`config.mk`:
```
export PLATFORM = sky130hd
export DESIGN_NAME = fir_filter_param
export DESIGN_NICKNAME = d
export VERILOG_FILES = /design/src/rtl/fir_pkg.sv /design/src/rtl/fir_coef_bank.sv /design/src/rtl/fir_filter_param.sv
export SDC_FILE = /design/constraint.sdc
export NUM_CORES = 1
export LEC_CHECK = 0
export CORE_UTILIZATION = 51
export CTS_CLUSTER_DIAMETER = 150
export DETAILED_ROUTE_END_ITERATION = 8
export PLACE_DENSITY = 0.68
export SKIP_LAST_GASP = 1
export SLEW_MARGIN = 30
export SYNTH_ARGS = -nofsm -noshare
export SYNTH_HDL_FRONTEND = slang
export SYNTH_SLANG_ARGS = --single-unit
```
`constraint.sdc`:
```
create_clock -name clk -period 6.15 [get_ports clk]
set_clock_uncertainty 0.1 [all_clocks]
set_input_delay 0.9225 -clock clk [delete_from_list [all_inputs] [get_ports clk]]
set_output_delay 0.9225 -clock clk [all_outputs]
set_load 0.05 [all_outputs]
```
`src/rtl/fir_pkg.sv`:
```
// Shared widths, reset-coefficient rule and saturation helper for the FIR filter.
package fir_pkg;

    localparam int unsigned SAT_W           = 64;
    localparam int unsigned COEF_RST_OFFSET = 1;

    typedef struct packed {
        logic             ovf;
        logic [SAT_W-1:0] value;
    } sat_t;

    // Sum of TAPS full-width products cannot exceed this width.
    function automatic int unsigned acc_width(input int unsigned data_w,
                                              input int unsigned coef_w,
                                              input int unsigned taps);
        return data_w + coef_w + $clog2(taps);
    endfunction

    function automatic int unsigned coef_rst_val(input int unsigned k);
        return k + COEF_RST_OFFSET;
    endfunction

    // Clamp an unsigned value to out_w bits; out_w must be below SAT_W.
    function automatic sat_t sat_u(input logic [SAT_W-1:0] value,
                                   input int unsigned      out_w);
        sat_t             r;
        logic [SAT_W-1:0] max_v;
        max_v = (SAT_W'(1) << out_w) - SAT_W'(1);
        if (value > max_v) begin
            r.ovf   = 1'b1;
            r.value = max_v;
        end else begin
            r.ovf   = 1'b0;
            r.value = value;
        end
        return r;
    endfunction

endpackage

```
`src/rtl/fir_coef_bank.sv`:
```
// Runtime-writable coefficient register file, reset to k+1, all entries read in parallel.
module fir_coef_bank
    import fir_pkg::*;
#(
    parameter int unsigned TAPS   = 3,
    parameter int unsigned COEF_W = 8,
    parameter int unsigned ADDR_W = 2
) (
    input  logic                   clk,
    input  logic                   rst,
    input  logic                   i_we,
    input  logic [ADDR_W-1:0]      i_addr,
    input  logic [COEF_W-1:0]      i_data,
    output logic [TAPS*COEF_W-1:0] o_coef_flat
);

    logic [COEF_W-1:0] r_coef [TAPS];

    // Writes to addresses beyond the last tap are dropped.
    always_ff @(posedge clk or posedge rst) begin
        if (rst) begin
            for (int k = 0; k < TAPS; k++) begin
                r_coef[k] <= COEF_W'(coef_rst_val(32'(k)));
            end
        end else if (i_we && (32'(i_addr) < TAPS)) begin
            r_coef[i_addr] <= i_data;
        end
    end

    for (genvar k = 0; k < TAPS; k++) begin : g_flat
        assign o_coef_flat[k*COEF_W +: COEF_W] = r_coef[k];
    end

endmodule

```
`src/rtl/fir_filter_param.sv`:
```
// N-tap unsigned direct-form FIR: delay line, registered products, registered
// shift-and-saturate output with overflow flag and a synchronous flush.
module fir_filter_param
    import fir_pkg::*;
#(
    parameter int unsigned DATA_W = 8,
    parameter int unsigned COEF_W = 8,
    parameter int unsigned TAPS   = 3,
    parameter int unsigned OUT_W  = 8,
    parameter int unsigned SHIFT  = 0
) (
    input  logic                      clk,
    input  logic                      rst,
    input  logic                      in_valid,
    input  logic [DATA_W-1:0]         x,
    input  logic                      clear,
    input  logic                      coef_we,
    input  logic [$clog2(TAPS)-1:0]   coef_addr,
    input  logic [COEF_W-1:0]         coef_data,
    output logic                      out_valid,
    output logic [OUT_W-1:0]          y,
    output logic                      ovf
);

    localparam int unsigned ADDR_W = $clog2(TAPS);
    localparam int unsigned PROD_W = DATA_W + COEF_W;
    localparam int unsigned ACC_W  = acc_width(DATA_W, COEF_W, TAPS);

    logic [TAPS*COEF_W-1:0] w_coef_flat;
    logic [DATA_W-1:0]      r_d [TAPS];
    logic [PROD_W-1:0]      r_p [TAPS];
    logic                   r_v0;
    logic                   r_v1;
    logic [ACC_W-1:0]       w_acc;
    logic [ACC_W-1:0]       w_s;
    sat_t                   w_sat;
    logic                   w_sat_unused;

    fir_coef_bank #(
        .TAPS   (TAPS),
        .COEF_W (COEF_W),
        .ADDR_W (ADDR_W)
    ) u_coef_bank (
        .clk         (clk),
        .rst         (rst),
        .i_we        (coef_we),
        .i_addr      (coef_addr),
        .i_data      (coef_data),
        .o_coef_flat (w_coef_flat)
    );

    // Delay line shifts only on accepted samples; clear drops the sample in flight.
    always_ff @(posedge clk or posedge rst) begin
        if (rst) begin
            for (int k = 0; k < TAPS; k++) r_d[k] <= '0;
            r_v0 <= 1'b0;
        end else if (clear) begin
            for (int k = 0; k < TAPS; k++) r_d[k] <= '0;
            r_v0 <= 1'b0;
        end else begin
            r_v0 <= in_valid;
            if (in_valid) begin
                r_d[0] <= x;
                for (int k = 1; k < TAPS; k++) r_d[k] <= r_d[k-1];
            end
        end
    end

    // Stage 1: products use the coefficient value held before this edge.
    always_ff @(posedge clk or posedge rst) begin
        if (rst) begin
            for (int k = 0; k < TAPS; k++) r_p[k] <= '0;
            r_v1 <= 1'b0;
        end else if (clear) begin
            for (int k = 0; k < TAPS; k++) r_p[k] <= '0;
            r_v1 <= 1'b0;
        end else begin
            for (int k = 0; k < TAPS; k++) begin
                r_p[k] <= PROD_W'(w_coef_flat[k*COEF_W +: COEF_W]) * PROD_W'(r_d[k]);
            end
            r_v1 <= r_v0;
        end
    end

    always_comb begin
        w_acc = '0;
        for (int k = 0; k < TAPS; k++) begin
            w_acc = w_acc + ACC_W'(r_p[k]);
        end
    end

    assign w_s          = w_acc >> SHIFT;
    assign w_sat        = sat_u(SAT_W'(w_s), OUT_W);
    assign w_sat_unused = ^w_sat.value[SAT_W-1:OUT_W];

    // Stage 2: y/ovf only move on a valid result and hold otherwise.
    always_ff @(posedge clk or posedge rst) begin
        if (rst) begin
            out_valid <= 1'b0;
            y         <= '0;
            ovf       <= 1'b0;
        end else if (clear) begin
            out_valid <= 1'b0;
        end else begin
            out_valid <= r_v1;
            if (r_v1) begin
                y   <= OUT_W'(w_sat.value);
                ovf <= w_sat.ovf;
            end
        end
    end

endmodule

```
### Yosys cells after proc, flatten, opt, wreduce, memory -nomap -nowiden

Index checks and enable logic that the tools add are counted.

| cells by class | value |
|---|---|
| $add $sub $neg | 2 |
| multiply operators | 3 |
| $lt $le $gt $ge | 4 |
| mux-type cells | 10 |
| bitwise gates (word level) | 2 |
| reduce and logical (&&, ||, !) cells | 4 |

Operator list:

| kind | count |
|---|---|
| 65-bit two-way mux | 1 |
| 8-bit by 8-bit multiplier with 16-bit output | 3 |
| 24-bit two-way mux | 2 |
| 48-bit two-way mux | 1 |
| 24-bit bitwise mux | 1 |
| 17-bit by 16-bit adder with 18-bit output | 1 |
| 18-bit by 8-bit > comparator with 1-bit output, second input constant | 1 |
| 16-bit by 16-bit adder with 17-bit output | 1 |
| 8-bit demux with 2-bit select | 1 |
| 8-bit two-way mux | 1 |
| 3-bit >= comparator, second input constant | 1 |
| 3-bit by 1-bit less-than comparator with 1-bit output, second input constant | 1 |
| 1-bit two-way mux | 3 |
| 2-bit NOT with 3-bit output | 1 |
| 1-bit logical AND | 2 |
| 2-bit less-than comparator, second input constant | 1 |
| 2-bit AND reduction | 1 |
| 2-bit nonzero test | 1 |
| 1-bit NOT | 1 |

| storage, ports and cells | value |
|---|---|
| register bits after elaboration | 108 |
| output and inout bits | 10 |
| word-level logic and storage cells | 39 |

### Depth between registers and ports, before layout

Gate-level depths: netlist of the first run.

| logic depth | value |
|---|---|
| depth after elaboration | 6 |
| depth in mapped cells | 17 |

### Modules after synthesis

Synthesis of the first run repeated with hierarchy kept, for this count alone.

| second synthesis, totals | value |
|---|---|
| cell total of the unflattened synthesis | 1122 |
| area, all modules | 11177.0 µm² |

Modules (own cells, without submodules):

| module | times used | cells an instance | area each (µm²) |
|---|---|---|---|
| fir_filter_param | 1 | 1070 | 10256.1 |
| fir_coef_bank | 1 | 52 | 920.9 |

### Least setup slack after synthesis of the first run

OpenSTA, ideal clock, no wires.

| timing path | value |
|---|---|
| path kind | register -> register |
| start point | register u_coef_bank.r_coef, in the netlist u_coef_bank.o_coef_flat[16] |
| end point | register r_p[15] in the netlist's numbering |
| setup time | 78 ps |
| arrival time | 4328 ps |
| data required time | 5972 ps |
| slack | 1644 ps |
| cell stages (with the launch flop) | 15 |
| path buffers | 0 |
| period minus slack after synthesis | 4506 ps |
| cell sequence | dfstp_2 nand2_1 fa_1 fa_1 inv_1 fa_1 inv_1 fa_1 inv_1 ha_1 a2111oi_0 nor3_1 nor4_1 o21ai_0 a21oi_1 |

| between the ends | value |
|---|---|
| word-level cells in the longest chain between the ends | 2 |

RTL lines:

| what | RTL line | text |
|---|---|---|
| start, declared | fir_coef_bank.sv:17 | `logic [COEF_W-1:0] r_coef [TAPS];` |
| start signal, assigned by index | fir_coef_bank.sv:23 | `r_coef[k] <= COEF_W'(coef_rst_val(32'(k)));` |
| start signal, assigned by index | fir_coef_bank.sv:26 | `r_coef[i_addr] <= i_data;` |
| 8-bit by 8-bit multiplier with 16-bit output | fir_filter_param.sv:79 | `r_p[k] <= PROD_W'(w_coef_flat[k*COEF_W +: COEF_W]) * PROD_W'(r_d[k]);` |
| 48-bit two-way mux | fir_filter_param.sv:74 | `end else if (clear) begin` |
| end signal, assigned by index | fir_filter_param.sv:79 |  |
| end, declared | fir_filter_param.sv:31 | `logic [PROD_W-1:0] r_p [TAPS];` |

Every way passes these cells.
A chain may end at the register's enable or synchronous reset.

### Final worst setup path of the first run

| timing path | value |
|---|---|
| start point | register r_d[12] in the netlist's numbering |
| end point | register r_p[31] in the netlist's numbering |

| between the ends | value |
|---|---|
| word-level cells in the longest chain between the ends | 2 |

RTL lines:

| what | RTL line | text |
|---|---|---|
| start, declared | fir_filter_param.sv:30 | `logic [DATA_W-1:0] r_d [TAPS];` |
| 8-bit by 8-bit multiplier with 16-bit output | fir_filter_param.sv:79 |  |
| 48-bit two-way mux | fir_filter_param.sv:74 |  |

Every way passes these cells.

==> results.py, run 1 <==
metrics = {
    "clock_tree": {
        "ctsHtreeMaxLevel": 3,
        "cts_sinks": 108,
        "path_clk_slew_ns": 0.08,
        "ctsRootBufferMaster": "sky130_fd_sc_hd__clkbuf_16",
        "clk_path_buf_depth": 2,
        "cts_made_buffers": 9,
        "cts_tree": "yes",
        "worstSkewPairLatency_ns": 0.36,
        "cts.repair_timing.setup_buffer_count": 0,
        "cts.repair.resized": 0,
        "cts-hold-fix-buffers": 0,
    },
    "job": {
        "timing.max_cap.violations": 0,
    },
    "logic_synthesis": {
        "syn_nets": 1388,
        "synth_top_area_share_pct": 23.61,
        "netlist_area_um2": 11020,
        "synthArstFlopShare_pct": 100.0,
        "avgSynthCellArea_um2": 9.868,
        "synth.yosys.seq_area_share_pct": 24.56,
        "synth_largest_area_cell": "sky130_fd_sc_hd__dfrtp_1",
        "ys_dominant_reg_cell": "sky130_fd_sc_hd__dfrtp_1",
        "synth_top_cells_by_area": "sky130_fd_sc_hd__dfrtp_1, sky130_fd_sc_hd__fa_1, sky130_fd_sc_hd__ha_1",
        "synth_edf_count": 0,
        "yosysUniqueCellTypes": 51,
        "postSynthCellCount": 1117,
        "synth.ff_latch_count": 108,
        "synth.yosys.warnings": 0,
    },
    "floorplan": {
        "start_util_pct": 52.27,
        "ioPinCount": 33,
        "die_height_um": 149.0,
        "core.rowCount": 53,
        "die-area_um2": 22210,
        "core_um2": 21090,
        "die-width_um": 149.0,
    },
    "worst_setup_path": {
        "cp_slowest_cell": "sky130_fd_sc_hd__a2111oi_0",
        "worst_ep_arrival_time_ns": 4.99,
        "timing.critical_path.required_ns": 6.26,
        "cell_class_contributing_the_biggest_share_of_worst_path_delay": "adder cells",
        "cp_num_buf_inv": 2,
        "cpPeakStageDelay_ns": 0.59,
        "crit_path_cell_trace": "and2_1 > fa_1 > fa_1 > inv_1 > fa_1 > fa_1 > inv_1 > ha_1 > a21o_1 > a2111oi_0 > nor3_1 > nor3_1 > o21ai_0 > nor3b_1",
        "crit_start_category": "register",
        "worstSetupPathType": "reg2reg",
        "critical_path_peak_fanout": 10,
        "critical-path-top-cell-by-count": "sky130_fd_sc_hd__fa_1",
        "setup.worst_path.end_class": "register",
    },
    "sta": {
        "period_share_pct": 79.30,
        "tightestPinTransition_ns": 0.8203,
        "final_critical_delay_including_setup_and_external_delays_ns": 4.877,
        "max-slew-margin-rel_pct": 45.32,
        "setup_viol": 0,
        "unrepaired_setup_endpoints_after_global_routing": "false",
        "max_freq_ghz": 0.2051,
        "hold-worst-slack_ns": 0.3742,
        "final.setup.worst_slack_ns": 1.273,
        "totalNegativeSetupSlack_ns": 0,
        "timing.final.hold_violations": 0,
        "final_max_slew_viols": 0,
    },
    "detailed_routing": {
        "drt_iter0_markers": 286,
        "routed-via-count": 7487,
        "remaining_drc_errors": 0,
        "post_drt_wl_per_cell_um": 16.27,
        "viasPerCell": 5.247,
        "detail_route.first_pass.iterations": 4,
        "final_antenna_net_count": 0,
        "postRouteWirelength_um": 23220,
    },
    "grt": {
        "grt_pass1_wl_um": 39440,
        "globalRouteTotalUtil_pct": 23.00,
        "grt_start_max_net_pins": 76,
        "first_global_vias": 7807,
        "global_route.overflow_total": 0,
        "grt_antenna_before_repair": 0,
    },
    "pwr": {
        "power_density_nw_per_um2": 199.2,
        "vdd_ir_drop_max_v": 0.0001712,
        "p_leak_nw": 6.388,
    },
    "place": {
        "port_buffers": 32,
        "post-dp-hpwl_um": 18740,
        "place_congestion": 0.8208,
        "dp_slack_ns": 1.279,
    },
    "layout": {
        "layout-area-overhead-vs-synth_pct": 8.513,
        "drive_above_1_share_pct": 5.208,
        "nets": 1418,
        "most_common_cell_after_layout_fill_and_taps_aside": "sky130_fd_sc_hd__inv_1",
        "layout_common_cells": "sky130_fd_sc_hd__inv_1, sky130_fd_sc_hd__and2_1, sky130_fd_sc_hd__fa_1, sky130_fd_sc_hd__ha_1, sky130_fd_sc_hd__dfrtp_1",
        "antennaDiodeCount": 0,
    },
    "min_path": {
        "min-delay-path-class": "reg2reg",
    },
    "status": {
        "outcome": "finished clean",
    },
}
cell type report:
type / count / area (µm²)
clock inverters: 7 / 78.83
fillers: 1919 / 9126
inverters: 174 / 658.1
repair buffers: 37 / 352.8
well taps: 275 / 344.1
multi-input cells: 817 / 7595
flip-flops and latches: 108 / 2708
clock buffers: 9 / 225.2
state kept, by name, summed over array words and instances (netlist names):
register	flops
ovf	1
out_valid	1
r_v1	1
r_d	24
r_p	48
y	8
r_v0	1
u_coef_bank.o_coef_flat	24
power breakdown:
| part | switching, W | internal [W] |
|---|---|---|
| Sequential | 0.000126 | 0.000807 |
| Clock | 0.000308 | 0.000290 |
| Combinational | 0.000494 | 0.000357 |
| Total | 0.000929 | 0.00145 |
logic make-up after synthesis:
group	synth area share, %
simple gates	18.17
xor+xnor	3.099
compound gates	6.050
mux	4.915
flops	24.56
fa+ha+maj	36.66
buf+inv	6.538
cells in the mapped netlist, types with 8 or more instances:
master and n:
sky130_fd_sc_hd__dfrtp_1 104, sky130_fd_sc_hd__and2_1 151, sky130_fd_sc_hd__inv_1 174, sky130_fd_sc_hd__xnor2_1 15
sky130_fd_sc_hd__o21ai_0 9, sky130_fd_sc_hd__nor3_1 23, sky130_fd_sc_hd__fa_1 125, sky130_fd_sc_hd__mux2_2 24
sky130_fd_sc_hd__mux2i_1 26, sky130_fd_sc_hd__a21o_1 19, sky130_fd_sc_hd__nand2_1 62, sky130_fd_sc_hd__a31oi_1 10
sky130_fd_sc_hd__nor2_1 78, sky130_fd_sc_hd__or3_1 8, sky130_fd_sc_hd__a21oi_1 29, sky130_fd_sc_hd__nor2b_1 17
sky130_fd_sc_hd__ha_1 123, sky130_fd_sc_hd__nand3_1 17, sky130_fd_sc_hd__xor2_1 24, sky130_fd_sc_hd__clkbuf_1 15
metal layers:
layer	wire length, µm	GRT usage (%)	part of all wire, %
met1	11140	32.18	48
met2	10670	37.12	46
met3	1032	3.914	4.4
met4	377	5.765	1.6
met5	0	0	0
metrics by stage:
stage	util, %	instance area [µm²]	power (W)	std cells
6_report	56.72	11960	0.002383	1427
4_1_cts	56.71	11960	0.002408	1427
3_3_place_gp	55.27	11650	0.001782	1411
3_5_place_dp	55.27	11650	0.001804	1411
2_1_floorplan	-	11020	0.001534	1117
5_1_grt	56.72	11960	0.002550	1427
path summary, 6_finish.rpt:
check	start	endpoint	slack, ns	depth (start not counted)
min reg2reg	r_v0$_DFF_PP0_	r_v1$_DFF_PP0_	0.37	1
min	r_v0$_DFF_PP0_	r_v1$_DFF_PP0_	0.37	1
max reg2reg	r_d[12]$_DFFE_PP0P_	r_p[31]$_DFF_PP0_	1.27	14
max	r_d[12]$_DFFE_PP0P_	r_p[31]$_DFF_PP0_	1.27	14
min in group asynchronous	rst	ovf$_DFFE_PP0P_	0.91	2
max in group asynchronous	rst	u_coef_bank.o_coef_flat[9]$_DFFE_PP1P_	4.03	3
Power figures use the tool's default switching activity.
==> run 2, diff against run 1 <==
- PLACE_DENSITY: 0.68 -> 0.71
- clock period: 6.15 -> 3.99 ns (I/O delays scaled with it)
==> results.py, run 2 (synthesis gave the netlist of run 1 again) <==
metrics = {
    "status": {
        "outcome": "complete, but fails checks",
        "violated_checks": "negative setup slack",
    },
    "layout": {
        "layout_common_cells": "sky130_fd_sc_hd__inv_1, sky130_fd_sc_hd__and2_1, sky130_fd_sc_hd__fa_1, sky130_fd_sc_hd__buf_4, sky130_fd_sc_hd__ha_1",
        "most_common_cell_after_layout_fill_and_taps_aside": "sky130_fd_sc_hd__inv_1",
        "postLayoutCellArea_um2": 13590,
        "layout-area-overhead-vs-synth_pct": 23.25,
        "largest_reg_flops": 48,
        "post-route-util_pct": 64.42,
        "antennaDiodeCount": 0,
        "drive_above_1_share_pct": 24.00,
        "largest-register": "r_p",
        "fillers": 1692,
        "area_of_the_multi_input_gates_um2": 8232,
        "sequential_area_um2": 2729,
        "nets": 1537,
    },
    "min_path": {
        "hold_path_end": "r_v1$_DFF_PP0_",
        "hold_path_depth": 1,
        "min_from": "r_v0$_DFF_PP0_",
        "min-delay-path-class": "reg2reg",
    },
    "worst_setup_path": {
        "cp_slowest_cell": "sky130_fd_sc_hd__dfstp_2",
        "crit_path_cell_trace": "nand2_2 > fa_1 > fa_1 > inv_1 > fa_1 > inv_1 > fa_1 > inv_2 > ha_4 > nor3_1 > nor3_2 > a21oi_2 > a211oi_2 > mux2_1",
        "worst_reg2reg_path_endpoint": "r_p[46]$_DFF_PP0_",
        "timing.critical_path.required_ns": 4.12,
        "cp_num_buf_inv": 3,
        "worst_ep_arrival_time_ns": 4.40,
        "path_depth": 14,
        "critical-path-top-cell-by-count": "sky130_fd_sc_hd__fa_1",
        "cpPeakStageDelay_ns": 0.60,
        "critical_path_peak_fanout": 6,
        "ff2ff_path_depth": 14,
        "worstSetupPathType": "reg2reg",
        "cell_class_contributing_the_biggest_share_of_worst_path_delay": "adder cells",
        "setup.worst_path.end_class": "register",
        "reg_to_reg_start": "u_coef_bank.o_coef_flat[0]$_DFFE_PP1P_",
        "timing.reg2reg.setup_slack_ns": -0.27,
        "crit_start_category": "register",
    },
    "detailed_routing": {
        "drt_iter0_markers": 327,
        "final_antenna_net_count": 0,
        "post_drt_wl_per_cell_um": 16.10,
        "remaining_drc_errors": 0,
        "postRouteWirelength_um": 24890,
        "detail_route.first_pass.iterations": 5,
        "viasPerCell": 5.190,
        "routed-via-count": 8023,
    },
    "sta": {
        "final.setup.worst_slack_ns": -0.2735,
        "hold-worst-slack_ns": 0.3777,
        "totalNegativeSetupSlack_ns": -3.350,
        "max_freq_ghz": 0.2345,
        "tightestPinTransition_ns": 0.8331,
        "timing.final.hold_violations": 0,
        "final_critical_delay_including_setup_and_external_delays_ns": 4.264,
        "setup_viol": 19,
        "unrepaired_setup_endpoints_after_global_routing": "true",
        "final_max_slew_viols": 0,
        "period_share_pct": 106.9,
        "max-slew-margin-rel_pct": 44.46,
    },
    "grt": {
        "grt_antenna_before_repair": 0,
        "first_global_vias": 8181,
        "grt_pass1_wl_um": 41100,
        "globalRouteTotalUtil_pct": 23.87,
        "grt_start_max_net_pins": 76,
        "global_route.overflow_total": 0,
    },
    "clock_tree": {
        "cts_made_buffers": 9,
        "cts_tree": "yes",
        "cts_sinks": 108,
        "clk_path_buf_depth": 2,
        "ctsHtreeMaxLevel": 3,
        "ctsRootBufferMaster": "sky130_fd_sc_hd__clkbuf_16",
        "worstSkewPairLatency_ns": 0.35,
        "path_clk_slew_ns": 0.07,
    },
    "place": {
        "post-dp-hpwl_um": 19740,
        "place_congestion": 0.8579,
        "placed_cell_area_um2": 12860,
        "dp_slack_ns": -0.4169,
        "port_buffers": 32,
    },
    "pwr": {
        "vdd_ir_drop_max_v": 0.0002068,
        "power_density_nw_per_um2": 305.3,
        "p_leak_nw": 6.990,
    },
    "floorplan": {
        "die-width_um": 149.0,
        "core_um2": 21090,
        "ioPinCount": 33,
        "die_height_um": 149.0,
        "die-area_um2": 22210,
        "start_util_pct": 52.27,
        "core.rowCount": 53,
    },
    "job": {
        "timing.max_cap.violations": 0,
    },
}
run 2: cell types whose count changed in the layout (fill, tap and decap cells not counted), sizes merged:
cell	delta
inv	-2
clkinv	-2
clkbuf	+2
buf	+119
bufinv	+2
run 2: metrics by stage:
step | power (W) | std cells
floorplan | 0.002461 | 1117
global placement | 0.003015 | 1519
detailed placement | 0.003057 | 1519
CTS | 0.004112 | 1541
global route | 0.004424 | 1546
finish | 0.004148 | 1546
run 2: worst register-to-register path, cell delays in order (launching register included):
cell and delay (ns):
sky130_fd_sc_hd__dfstp_2 0.60, sky130_fd_sc_hd__nand2_2 0.08, sky130_fd_sc_hd__fa_1 0.47, sky130_fd_sc_hd__fa_1 0.49, sky130_fd_sc_hd__inv_1 0.05, sky130_fd_sc_hd__fa_1 0.47, sky130_fd_sc_hd__inv_1 0.05, sky130_fd_sc_hd__fa_1 0.49
sky130_fd_sc_hd__inv_2 0.05, sky130_fd_sc_hd__ha_4 0.28, sky130_fd_sc_hd__nor3_1 0.06, sky130_fd_sc_hd__nor3_2 0.27, sky130_fd_sc_hd__a21oi_2 0.11, sky130_fd_sc_hd__a211oi_2 0.24, sky130_fd_sc_hd__mux2_1 0.34
run 2: worst max-delay path by stage:
stage	from	endpoint
5_1_grt	r_d[18]$_DFFE_PP0P_	r_p[47]$_DFF_PP0_
6_report	u_coef_bank.o_coef_flat[0]$_DFFE_PP1P_	r_p[46]$_DFF_PP0_
3_3_place_gp	r_d[2]$_DFFE_PP0P_	r_p[14]$_DFF_PP0_
4_1_cts	u_coef_bank.o_coef_flat[2]$_DFFE_PP0P_	r_p[47]$_DFF_PP0_
3_5_place_dp	r_d[2]$_DFFE_PP0P_	r_p[14]$_DFF_PP0_
2_1_floorplan	r_d[23]$_DFFE_PP0P_	r_p[46]$_DFF_PP0_
run 2: layer usage:
| layer | GRT usage [%] | share of wire [%] |
|---|---|---|
| met3 | 3.272 | 3.5 |
| met5 | 0 | 0 |
| met4 | 6.276 | 1.8 |
| met1 | 32.30 | 46 |
| met2 | 40.23 | 49 |
run 2: layout make-up:
cell class                      instances  area share [%]
Sequential cell                       108           20.09
Tap cell                              275           2.533
Timing Repair Buffer                  156           9.569
Clock buffer                           11           1.787
Multi-Input combinational cell        817           60.59
Inverter                              174           4.826
Clock inverter                          5          0.6078
run 2: timing repair:
item,CTS,global route
hold buffers,0,0
endpoints found under the hold margin,0,0
setup buffers,6,5
setup endpoints to repair,21,23
pin swaps,27,41
gates resized for setup,27,62
run 2: report_power, final:
part           switching, W  internal [W]  leakage, nW
combinational      0.000938      0.000817         5.46
sequential         0.000149       0.00125         1.37
clock              0.000424      0.000571        0.160
total               0.00151       0.00264         6.99
==> run 3, diff against run 2 <==
- PLACE_DENSITY: 0.71 -> not set
- PLACE_DENSITY_LB_ADDON: not set -> 0.05
==> results.py, run 3 (synthesis gave the netlist of run 1 again) <==
metrics = {
    "status": {
        "outcome": "complete, but fails checks",
        "violated_checks": "negative setup slack",
    },
    "place": {
        "placed_cell_area_um2": 12980,
        "port_buffers": 32,
        "post-dp-hpwl_um": 20270,
        "place_congestion": 0.8141,
    },
    "pwr": {
        "post-layout-total-power_w": 0.004058,
        "pwr-share-seq_pct": 34.4,
        "internal_power_w": 0.002535,
        "clockPowerShare_pct": 22.3,
        "netSwitchingPower_w": 0.001524,
        "power_density_nw_per_um2": 294.1,
        "power_frac_comb_pct": 43.4,
        "vdd_ir_drop_max_v": 0.0001979,
        "sw_frac_of_total_pct": 37.55,
        "p_leak_nw": 7.102,
    },
    "floorplan": {
        "start_util_pct": 52.27,
        "ioPinCount": 33,
        "die-width_um": 149.0,
        "die-area_um2": 22210,
        "die_height_um": 149.0,
        "core.rowCount": 53,
        "core_um2": 21090,
    },
    "grt": {
        "grt_start_max_net_pins": 76,
        "global_route.overflow_total": 0,
        "grt_antenna_before_repair": 1,
        "grt_pass1_wl_um": 43260,
        "first_global_vias": 8527,
        "globalRouteTotalUtil_pct": 25.34,
    },
    "sta": {
        "totalNegativeSetupSlack_ns": -3.502,
        "final_max_slew_viols": 0,
        "hold-worst-slack_ns": 0.3819,
        "setup_viol": 20,
        "max-slew-margin-rel_pct": 43.20,
        "final.setup.worst_slack_ns": -0.3446,
        "final_critical_delay_including_setup_and_external_delays_ns": 4.335,
        "period_share_pct": 108.6,
        "unrepaired_setup_endpoints_after_global_routing": "true",
        "timing.final.hold_violations": 0,
        "tightestPinTransition_ns": 0.8519,
        "max_freq_ghz": 0.2307,
    },
    "min_path": {
        "hold_path_end": "r_v1$_DFF_PP0_",
        "min-delay-path-class": "reg2reg",
        "min_from": "r_v0$_DFF_PP0_",
        "hold_path_depth": 1,
    },
    "detailed_routing": {
        "routed-via-count": 8135,
        "remaining_drc_errors": 0,
        "post_drt_wl_per_cell_um": 16.47,
        "postRouteWirelength_um": 25890,
        "drt_iter0_markers": 255,
        "final_antenna_net_count": 0,
        "viasPerCell": 5.175,
        "detail_route.first_pass.iterations": 5,
    },
    "layout": {
        "layout_common_cells": "sky130_fd_sc_hd__inv_1, sky130_fd_sc_hd__buf_4, sky130_fd_sc_hd__and2_1, sky130_fd_sc_hd__fa_1, sky130_fd_sc_hd__ha_1",
        "most_common_cell_after_layout_fill_and_taps_aside": "sky130_fd_sc_hd__inv_1",
        "nets": 1562,
        "fillers": 1762,
        "drive_above_1_share_pct": 26.31,
        "postLayoutCellArea_um2": 13800,
        "largest_reg_flops": 48,
        "largest-register": "r_p",
        "layout-area-overhead-vs-synth_pct": 25.20,
    },
    "worst_setup_path": {
        "reg_to_reg_start": "u_coef_bank.o_coef_flat[9]$_DFFE_PP1P_",
        "crit_start_category": "register",
        "worst_reg2reg_path_endpoint": "r_p[29]$_DFF_PP0_",
        "ff2ff_path_depth": 15,
        "worstSetupPathType": "reg2reg",
        "setup.worst_path.end_class": "register",
        "worst_ep_arrival_time_ns": 4.43,
        "timing.reg2reg.setup_slack_ns": -0.34,
        "timing.critical_path.required_ns": 4.09,
        "critical_path_peak_fanout": 7,
    },
    "clock_tree": {
        "path_clk_slew_ns": 0.07,
        "ctsHtreeMaxLevel": 3,
        "cts_made_buffers": 9,
        "clk_path_buf_depth": 2,
        "worstSkewPairLatency_ns": 0.36,
        "ctsRootBufferMaster": "sky130_fd_sc_hd__clkbuf_16",
        "cts_tree": "yes",
        "cts_sinks": 108,
    },
    "job": {
        "timing.max_cap.violations": 0,
    },
}
[run 3: changes by cell type in the layout (fill, tap and decap cells not counted), moves of 2 or more]
cell | before | now
sky130_fd_sc_hd__buf_4 | 112 | 135
sky130_fd_sc_hd__ha_1 | 103 | 100
sky130_fd_sc_hd__ha_4 | 18 | 21
sky130_fd_sc_hd__a21oi_1 | 17 | 19
sky130_fd_sc_hd__a21oi_2 | 11 | 9
sky130_fd_sc_hd__buf_6 | 11 | 13
sky130_fd_sc_hd__bufinv_16 | 2 | 0
sky130_fd_sc_hd__fa_1 | 116 | 114
sky130_fd_sc_hd__fa_2 | 9 | 11
sky130_fd_sc_hd__nand2_1 | 59 | 57
[run 3: worst max-delay path by stage]
stage,startpoint,to,slack [ns]
floorplan,r_d[23]$_DFFE_PP0P_,r_p[46]$_DFF_PP0_,-0.02
global placement,r_d[2]$_DFFE_PP0P_,r_p[14]$_DFF_PP0_,-0.33
detailed placement,r_d[2]$_DFFE_PP0P_,r_p[14]$_DFF_PP0_,-0.36
CTS,u_coef_bank.o_coef_flat[17]$_DFFE_PP1P_,r_p[14]$_DFF_PP0_,-0.30
global route,u_coef_bank.o_coef_flat[9]$_DFFE_PP1P_,r_p[29]$_DFF_PP0_,-0.48
finish,u_coef_bank.o_coef_flat[9]$_DFFE_PP1P_,r_p[29]$_DFF_PP0_,-0.34
[run 3: final cells by class]
class | count | area (µm²) | share of cell area (%)
inverter | 174 | 655.6 | 4.751
timing repair buffer | 181 | 1495 | 10.83
clock buffer | 11 | 252.7 | 1.831
antenna | 1 | 2.502 | 0.01813
sequential | 108 | 2729 | 19.77
clock inverter | 5 | 41.29 | 0.2992
multi-input combinational | 817 | 8280 | 60.00
tap | 275 | 344.1 | 2.493
[run 3: per-stage QoR]
stage | utilization, % | setup WS, ns | std cells
final | 65.44 | -0.3446 | 1572
after global routing | 65.43 | -0.4842 | 1571
after CTS | 64.36 | -0.2993 | 1567
after detailed placement | 61.53 | -0.3639 | 1535
after global placement | 61.53 | -0.3290 | 1535
after floorplan | - | -0.02061 | 1117
[run 3: per-layer routing]
metal  track usage, %  up-vias  share of wire, %  routed length [µm]
li1                 -     3934                 -                   -
met1            33.73     4067                47               12100
met2            43.02      104                48               12490
met3            3.731       30               2.7                 701
met4            6.990        0               2.3                 600
met5                0        -                 0                   0
[run 3: power groups by stage]
stage          sequential [W]  clock (W)  combinational [W]
4_1_cts               0.00139   0.000930            0.00172
3_5_place_dp          0.00141          0            0.00165
5_1_grt               0.00141   0.000958            0.00196
2_1_floorplan         0.00153          0           0.000932
6_report              0.00139   0.000904            0.00176
3_3_place_gp          0.00141          0            0.00163
[run 3: critical path, stage by stage (launching register included)]
cell and delay, ns:
sky130_fd_sc_hd__dfstp_2 0.61, sky130_fd_sc_hd__and2_4 0.17, sky130_fd_sc_hd__fa_1 0.41, sky130_fd_sc_hd__fa_1 0.50, sky130_fd_sc_hd__fa_1 0.50, sky130_fd_sc_hd__inv_1 0.06, sky130_fd_sc_hd__fa_1 0.56, sky130_fd_sc_hd__inv_2 0.06
sky130_fd_sc_hd__ha_4 0.21, sky130_fd_sc_hd__or2_4 0.24, sky130_fd_sc_hd__buf_4 0.15, sky130_fd_sc_hd__a21oi_4 0.14, sky130_fd_sc_hd__nor3_2 0.08, sky130_fd_sc_hd__nor3_2 0.18, sky130_fd_sc_hd__xor2_1 0.15, sky130_fd_sc_hd__nor2_1 0.05
[run 3: what timing repair did]
item                                    4_1_cts  5_1_grt
resized for setup                            56       46
endpoints found under the setup margin       22       34
pin swaps                                    49       27
buffers inserted                             17        6
hold buffers                                  0        0
